--- src/rtl/ex_result_skid_if.sv ---
// ----------------------------------------------------------------------------
// ex_result_skid_if
// Bundles the execute-stage result handshake of ex_result_skid.
//   Upstream side  : in_valid/in_ready plus the candidate results (sures,
//                    alu_res), the result select (res_sel), the writeback tags
//                    (rd_in, we_in) and the pipeline kill (flush).
//   Downstream side: out_valid/out_ready plus the head entry (out_res, out_rd,
//                    out_we).
// Modports:
//   slave  - the buffer itself (consumes the upstream side, drives the
//            downstream side).
//   master - the surrounding pipeline/bench (drives the upstream side and
//            out_ready, observes everything the buffer produces).
// ----------------------------------------------------------------------------
interface ex_result_skid_if #(
   parameter int N  = 32,
   parameter int RW = 5
);
   logic          in_valid;
   logic          in_ready;
   logic [N-1:0]  sures;
   logic [N-1:0]  alu_res;
   logic          res_sel;
   logic [RW-1:0] rd_in;
   logic          we_in;
   logic          flush;
   logic          out_valid;
   logic          out_ready;
   logic [N-1:0]  out_res;
   logic [RW-1:0] out_rd;
   logic          out_we;

   modport slave (
      input  in_valid, sures, alu_res, res_sel, rd_in, we_in, flush, out_ready,
      output in_ready, out_valid, out_res, out_rd, out_we
   );

   modport master (
      output in_valid, sures, alu_res, res_sel, rd_in, we_in, flush, out_ready,
      input  in_ready, out_valid, out_res, out_rd, out_we
   );
endinterface

--- src/rtl/ex_result_skid.sv ---
// ----------------------------------------------------------------------------
// ex_result_skid
// Execute-stage output buffer sitting directly after the shift unit and the
// ALU. Each accepted cycle it picks sures or alu_res (res_sel) and stores it
// with its writeback tags in a 2-entry skid buffer (head + skid), presenting
// the head to the EX/MEM boundary over valid/ready.
//   clk   - rising-edge clock
//   reset - synchronous, active-high; clears state and all entry registers
//   bus   - ex_result_skid_if.slave: upstream in_* / sures / alu_res /
//           res_sel / flush, downstream out_*
// Outputs are registered only: out_* come straight from the head register,
// in_ready and out_valid are decoded from the state register alone.
// ----------------------------------------------------------------------------
module ex_result_skid #(
   parameter int N  = 32,
   parameter int RW = 5
) (
   input  logic             clk,
   input  logic             reset,
   ex_result_skid_if.slave  bus
);

   typedef enum logic [1:0] {
      ST_EMPTY = 2'd0,
      ST_ONE   = 2'd1,
      ST_FULL  = 2'd2
   } state_t;

   state_t        state_q, state_d;
   logic [N-1:0]  head_res_q, head_res_d;
   logic [RW-1:0] head_rd_q,  head_rd_d;
   logic          head_we_q,  head_we_d;
   logic [N-1:0]  skid_res_q, skid_res_d;
   logic [RW-1:0] skid_rd_q,  skid_rd_d;
   logic          skid_we_q,  skid_we_d;

   logic          accept;
   logic          pop;
   logic [N-1:0]  new_res;

   // Handshake outputs depend on state only, which keeps in_ready free of any
   // combinational path from out_ready.
   assign bus.in_ready  = (state_q != ST_FULL);
   assign bus.out_valid = (state_q != ST_EMPTY);
   assign bus.out_res   = head_res_q;
   assign bus.out_rd    = head_rd_q;
   assign bus.out_we    = head_we_q;

   assign accept  = bus.in_valid & bus.in_ready;
   assign pop     = bus.out_valid & bus.out_ready;
   assign new_res = bus.res_sel ? bus.sures : bus.alu_res;

   // NOTE: every always_comb output gets its hold value first so no path can
   // leave it unassigned; that is what keeps latches from being inferred.
   always_comb begin
      state_d    = state_q;
      head_res_d = head_res_q;
      head_rd_d  = head_rd_q;
      head_we_d  = head_we_q;
      skid_res_d = skid_res_q;
      skid_rd_d  = skid_rd_q;
      skid_we_d  = skid_we_q;

      case (state_q)
         ST_EMPTY: begin
            if (accept) begin
               head_res_d = new_res;
               head_rd_d  = bus.rd_in;
               head_we_d  = bus.we_in;
               state_d    = ST_ONE;
            end
         end
         ST_ONE: begin
            if (accept && !pop) begin
               // Downstream stalled: park the newcomer behind the head.
               skid_res_d = new_res;
               skid_rd_d  = bus.rd_in;
               skid_we_d  = bus.we_in;
               state_d    = ST_FULL;
            end else if (accept && pop) begin
               // Head leaves this edge, newcomer takes its place directly.
               head_res_d = new_res;
               head_rd_d  = bus.rd_in;
               head_we_d  = bus.we_in;
            end else if (pop) begin
               state_d = ST_EMPTY;
            end
         end
         ST_FULL: begin
            if (pop) begin
               head_res_d = skid_res_q;
               head_rd_d  = skid_rd_q;
               head_we_d  = skid_we_q;
               state_d    = ST_ONE;
            end
         end
         default: state_d = ST_EMPTY;
      endcase

      // A kill empties the buffer regardless of any same-cycle accept or pop;
      // the entry registers become don't-care once the state says EMPTY.
      if (bus.flush) begin
         state_d = ST_EMPTY;
      end
   end

   // NOTE: sequential state uses non-blocking assignments so every flop
   // samples the pre-edge values computed above, independent of block order.
   always_ff @(posedge clk) begin
      if (reset) begin
         state_q    <= ST_EMPTY;
         // NOTE: the entry registers are cleared too, not only the state,
         // because out_res/out_rd/out_we must read as zero out of reset.
         head_res_q <= '0;
         head_rd_q  <= '0;
         head_we_q  <= 1'b0;
         skid_res_q <= '0;
         skid_rd_q  <= '0;
         skid_we_q  <= 1'b0;
      end else begin
         state_q    <= state_d;
         head_res_q <= head_res_d;
         head_rd_q  <= head_rd_d;
         head_we_q  <= head_we_d;
         skid_res_q <= skid_res_d;
         skid_rd_q  <= skid_rd_d;
         skid_we_q  <= skid_we_d;
      end
   end

endmodule

--- src/flat_wrapper.sv ---
// flat-port wrapper written by rule: the top's interface ports become plain ports
module ex_result_skid_flat 
#(
   parameter int N  = 32,
   parameter int RW = 5
)
  (clk, reset, bus_in_valid, bus_sures, bus_alu_res, bus_res_sel, bus_rd_in, bus_we_in, bus_flush, bus_out_ready, bus_in_ready, bus_out_valid, bus_out_res, bus_out_rd, bus_out_we);
  ex_result_skid_if #(.N(N), .RW(RW)) bus_i ();
  input  logic clk;
  input  logic reset;
  input wire logic [$bits(bus_i.in_valid)-1:0] bus_in_valid;
  input wire logic [$bits(bus_i.sures)-1:0] bus_sures;
  input wire logic [$bits(bus_i.alu_res)-1:0] bus_alu_res;
  input wire logic [$bits(bus_i.res_sel)-1:0] bus_res_sel;
  input wire logic [$bits(bus_i.rd_in)-1:0] bus_rd_in;
  input wire logic [$bits(bus_i.we_in)-1:0] bus_we_in;
  input wire logic [$bits(bus_i.flush)-1:0] bus_flush;
  input wire logic [$bits(bus_i.out_ready)-1:0] bus_out_ready;
  output wire logic [$bits(bus_i.in_ready)-1:0] bus_in_ready;
  output wire logic [$bits(bus_i.out_valid)-1:0] bus_out_valid;
  output wire logic [$bits(bus_i.out_res)-1:0] bus_out_res;
  output wire logic [$bits(bus_i.out_rd)-1:0] bus_out_rd;
  output wire logic [$bits(bus_i.out_we)-1:0] bus_out_we;
  assign bus_i.in_valid = bus_in_valid;
  assign bus_i.sures = bus_sures;
  assign bus_i.alu_res = bus_alu_res;
  assign bus_i.res_sel = bus_res_sel;
  assign bus_i.rd_in = bus_rd_in;
  assign bus_i.we_in = bus_we_in;
  assign bus_i.flush = bus_flush;
  assign bus_i.out_ready = bus_out_ready;
  assign bus_in_ready = bus_i.in_ready;
  assign bus_out_valid = bus_i.out_valid;
  assign bus_out_res = bus_i.out_res;
  assign bus_out_rd = bus_i.out_rd;
  assign bus_out_we = bus_i.out_we;
  ex_result_skid #(.N(N), .RW(RW)) u_core (.clk(clk), .reset(reset), .bus(bus_i));
endmodule
--- config.mk ---
export PLATFORM = sky130hd
export DESIGN_NAME = ex_result_skid_flat
export DESIGN_NICKNAME = d
export VERILOG_FILES = /design/src/rtl/ex_result_skid_if.sv /design/src/rtl/ex_result_skid.sv /design/src/flat_wrapper.sv
export SDC_FILE = /design/constraint.sdc
export NUM_CORES = 1
export LEC_CHECK = 0
export ABC_AREA = 0
export BUFFER_PORTS_ARGS = -buffer_cell sky130_fd_sc_hd__buf_2
export CAP_MARGIN = 0
export CORE_UTILIZATION = 47
export DETAILED_ROUTE_END_ITERATION = 10
export GPL_ROUTABILITY_DRIVEN = 1
export GPL_TIMING_DRIVEN = 0
export PLACE_DENSITY = 0.74
export REMOVE_ABC_BUFFERS = 1
export SLEW_MARGIN = 20
export SYNTH_ARGS = -nofsm -noshare
export SYNTH_HDL_FRONTEND = slang
export SYNTH_SLANG_ARGS = --single-unit
export TNS_END_PERCENT = 20
--- constraint.sdc ---
create_clock -name clk -period 1.45 [get_ports clk]
set_clock_uncertainty 0.15 [all_clocks]
set_input_delay 0.2175 -clock clk [delete_from_list [all_inputs] [get_ports clk]]
set_output_delay 0.2175 -clock clk [all_outputs]
set_load 0.005 [all_outputs]
==> results.yml <==
power:
  power_density_nw_per_um2: 955
  vdd_ir_drop_max_uv: 572
  p_leak_nw: 2.56
route:
  wl_per_cell_um: 20.0
  drtPass1Iterations: 5
  m1WireLength_um: 5310
  post_drt_via_cell_ratio: 6.05
  routed-wl-met2_um: 6100
  final_antenna_net_count: 0
  route.met3.wl_um: 1140
  top_layer_used: "met4"
  wirelength_um: 12900
  drt_iter0_drc: 254
  drc: 0
  vias: 3893
outcome:
  status: "finished with violations"
  violations: "setup timing"
timing:
  fin_crit_ns: 1.73
  finalCritPeriodShare_pct: 119
  maxSlewViolCount: 0
  setup_viol: 80
  worst_pin_slew_ns: 0.679
  setup_ws_ns: -0.276
  whs_ns: 0.105
  fmax_mhz: 579
  rsz0062_at_grt: "true"
  final-hold-violation-count: 0
  slew_headroom_pct: 54.7
floorplan:
  dieArea_um2: 8800
  io_pins: 116
  rows: 33
  start_util_pct: 48.5
  core_area_um2: 8180
  die_h_um: 93.8
  die_x_um: 93.8
critical_path:
  arrival_ns: 1.82
  worstPathMaxFanout: 15
  end_kind: "flop"
  reg2reg_setup_slack_ns: -0.28
  critical_path.startpoint: "u_core.state_q[1]"
  path_class: "flop to flop"
  startpoint_type: "flop"
  reg2reg_depth: 7
  r2r_start: "u_core.state_q[1]"
  cp.required_ns: 1.54
  rr_endpoint: "u_core.bus.out_we"
synth:
  synth_xor_area_share_pct: 0
  synth_top_family_by_area: "compound AO/OA/AOI/OAI gates"
  synth_area_per_cell_um2: 9.66
  netlist_area_um2: 3960
  ys_warn_count: 0
  synth_compound_area_share_pct: 26.7
  syn-instance-count: 410
  synth-simple-area-share_pct: 15.5
  ys_ff_latch: 78
  synth_adder_area_share_pct: 0
  synthMuxAreaShare_pct: 9.60
  yosys.cell_types.count: 27
  ys_seq_area_share_pct: 39.4
worst_hold_path:
  worstHoldPathType: "input port to flop"
  worstHoldStart: "bus_out_ready"
  whs_endpoint: "u_core.state_q[1]"
  min_path_cells: 2
global_route:
  track_usage_pct: 29.5
  grt_max_degree: 65
  grt_pass1_vias: 3740
  grt_overflow_total: 0
  antenna_found_initial: 0
  grt_pass1_wl_um: 19700
cells_and_area:
  final_layout_size_suffix_gt1_share_pct: 38.4
  syn2layout_area_growth_pct: 35.1
  antenna_cells: 0
  finalNetCount: 610
  final_cell_mix: "buf_2, dfxtp_1, nand2_1"
  final_common_cell: "buf_2"
  fin_area_um2: 5350
  stdcell_count: 644
clocking:
  clockBufferDepth: 2
  cts_sinks: 78
  cts_tree: "done"
  clk_latency_ns: 0.35
  clkTransAtPathRegs_ns: 0.08
  cts_root_buf: "clkbuf_8"
  cts_made_buffers: 9
  cts-htree-levels: 3
place:
  post-place-ws_ns: -1.17
  portBuffers: 115
  placedCellCount: 583
  finalWeightedCongestion: 0.762
  placed_cell_area_um2: 4410
  dp_hpwl_um: 5730
job:
  max_cap_viol_count: 0
-- synthesized netlist by cell type --
library cell	count	area (um2)
nand3b_1	1	7.51
a211oi_1	38	285
or3b_2	1	8.76
a311oi_1	6	52.6
nor2b_4	2	27.5
inv_1	1	3.75
nor2b_1	1	6.26
inv_2	1	3.75
clkbuf_1	15	56.3
a41o_1	32	320
and3b_1	1	8.76
o2111a_1	32	360
nand2b_1	34	213
and4bb_1	1	12.5
or2_2	1	6.26
a21oi_1	3	15.0
nand2_1	46	173
buf_4	4	30.0
dfxtp_1	78	1560
o21ai_4	1	16.3
buf_1	1	3.75
buf_2	16	80.1
o21a_1	1	7.51
buf_6	15	169
mux2i_1	38	380
nor4_1	1	6.26
nor2_1	39	146
-- routing by layer --
metal / vias up / GRT usage, %
li1: 1796 / -
met1: 1851 / 37.3
met2: 216 / 50.3
met3: 30 / 6.07
met4: 0 / 8.85
met5: - / 0
-- worst max-delay path by stage --
stage / to / slack (ns) / cells past startpoint
4_1_cts: u_core.bus.out_res[21] / -0.15 / 7
2_1_floorplan: u_core.skid_rd_q[0] / -1.07 / 3
6_report: u_core.bus.out_we / -0.28 / 7
5_1_grt: u_core.bus.out_we / -0.31 / 5
3_3_place_gp: u_core.skid_we_q / -1.80 / 3
3_5_place_dp: bus_in_ready / -1.17 / 3
-- kinds of logic (layout without fill, tap and decap cells) --
family | after synthesis | in the layout
and+or+nand+nor | 128 | 132
AOI/OAI and AO/OA | 113 | 114
DFF | 78 | 78
buffers and inverters | 53 | 177
muxes | 38 | 38
-- report_power, final --
group | leakage, nW | total, mW | switching (mW) | internal (mW)
Sequential | 0.639 | 2.30 | 0.0585 | 2.25
Clock | 0.126 | 2.01 | 0.819 | 1.19
Combinational | 1.80 | 0.800 | 0.411 | 0.388
-- worst max-delay path, cell delays in order (launching register included) --
cell and delay (ns):
dfxtp_4 0.38, buf_6 0.12, nand3b_1 0.14, buf_6 0.17, buf_16 0.14, o21ai_4 0.07, buf_12 0.16, a311oi_1 0.27
-- final cells by class --
class | instances | area, um2
clock buffer | 10 | 138
clock inverter | 6 | 109
fill | 642 | 2820
inverter | 2 | 17.5
multi-input combinational | 284 | 2230
sequential | 78 | 1570
tap | 105 | 131
timing repair buffer | 157 | 1140
timing repair inverter | 2 | 12.5
-- through the flow --
| step | utilization, % | power [mW] | setup TNS, ns |
|---|---|---|---|
| after floorplan | - | 2.68 | -64.06 |
| after global placement | 53.0 | 2.97 | -129.79 |
| after detailed placement | 54.0 | 3.00 | -55.99 |
| after CTS | 64.2 | 5.08 | -9.38 |
| after global routing | 65.5 | 5.30 | -15.06 |
| final | 65.5 | 5.11 | -12.63 |
-- flip-flops by register name, indices dropped and copies added (netlist names) --
name	count
u_core.state_q	2
u_core.skid_we_q	1
u_core.bus.out_rd	5
u_core.skid_rd_q	5
u_core.bus.out_res	32
u_core.skid_res_q	32
u_core.bus.out_we	1
-- what timing repair did --
action                     in CTS  in global routing
hold endpoints to repair        9                  0
setup buffers                  26                  2
pin swaps                      27                  8
hold buffers                    7                  0
setup endpoints to repair      80                 80
cloned                         12                  0
gates resized for setup        31                 25
(Power assumes the default switching activity.)
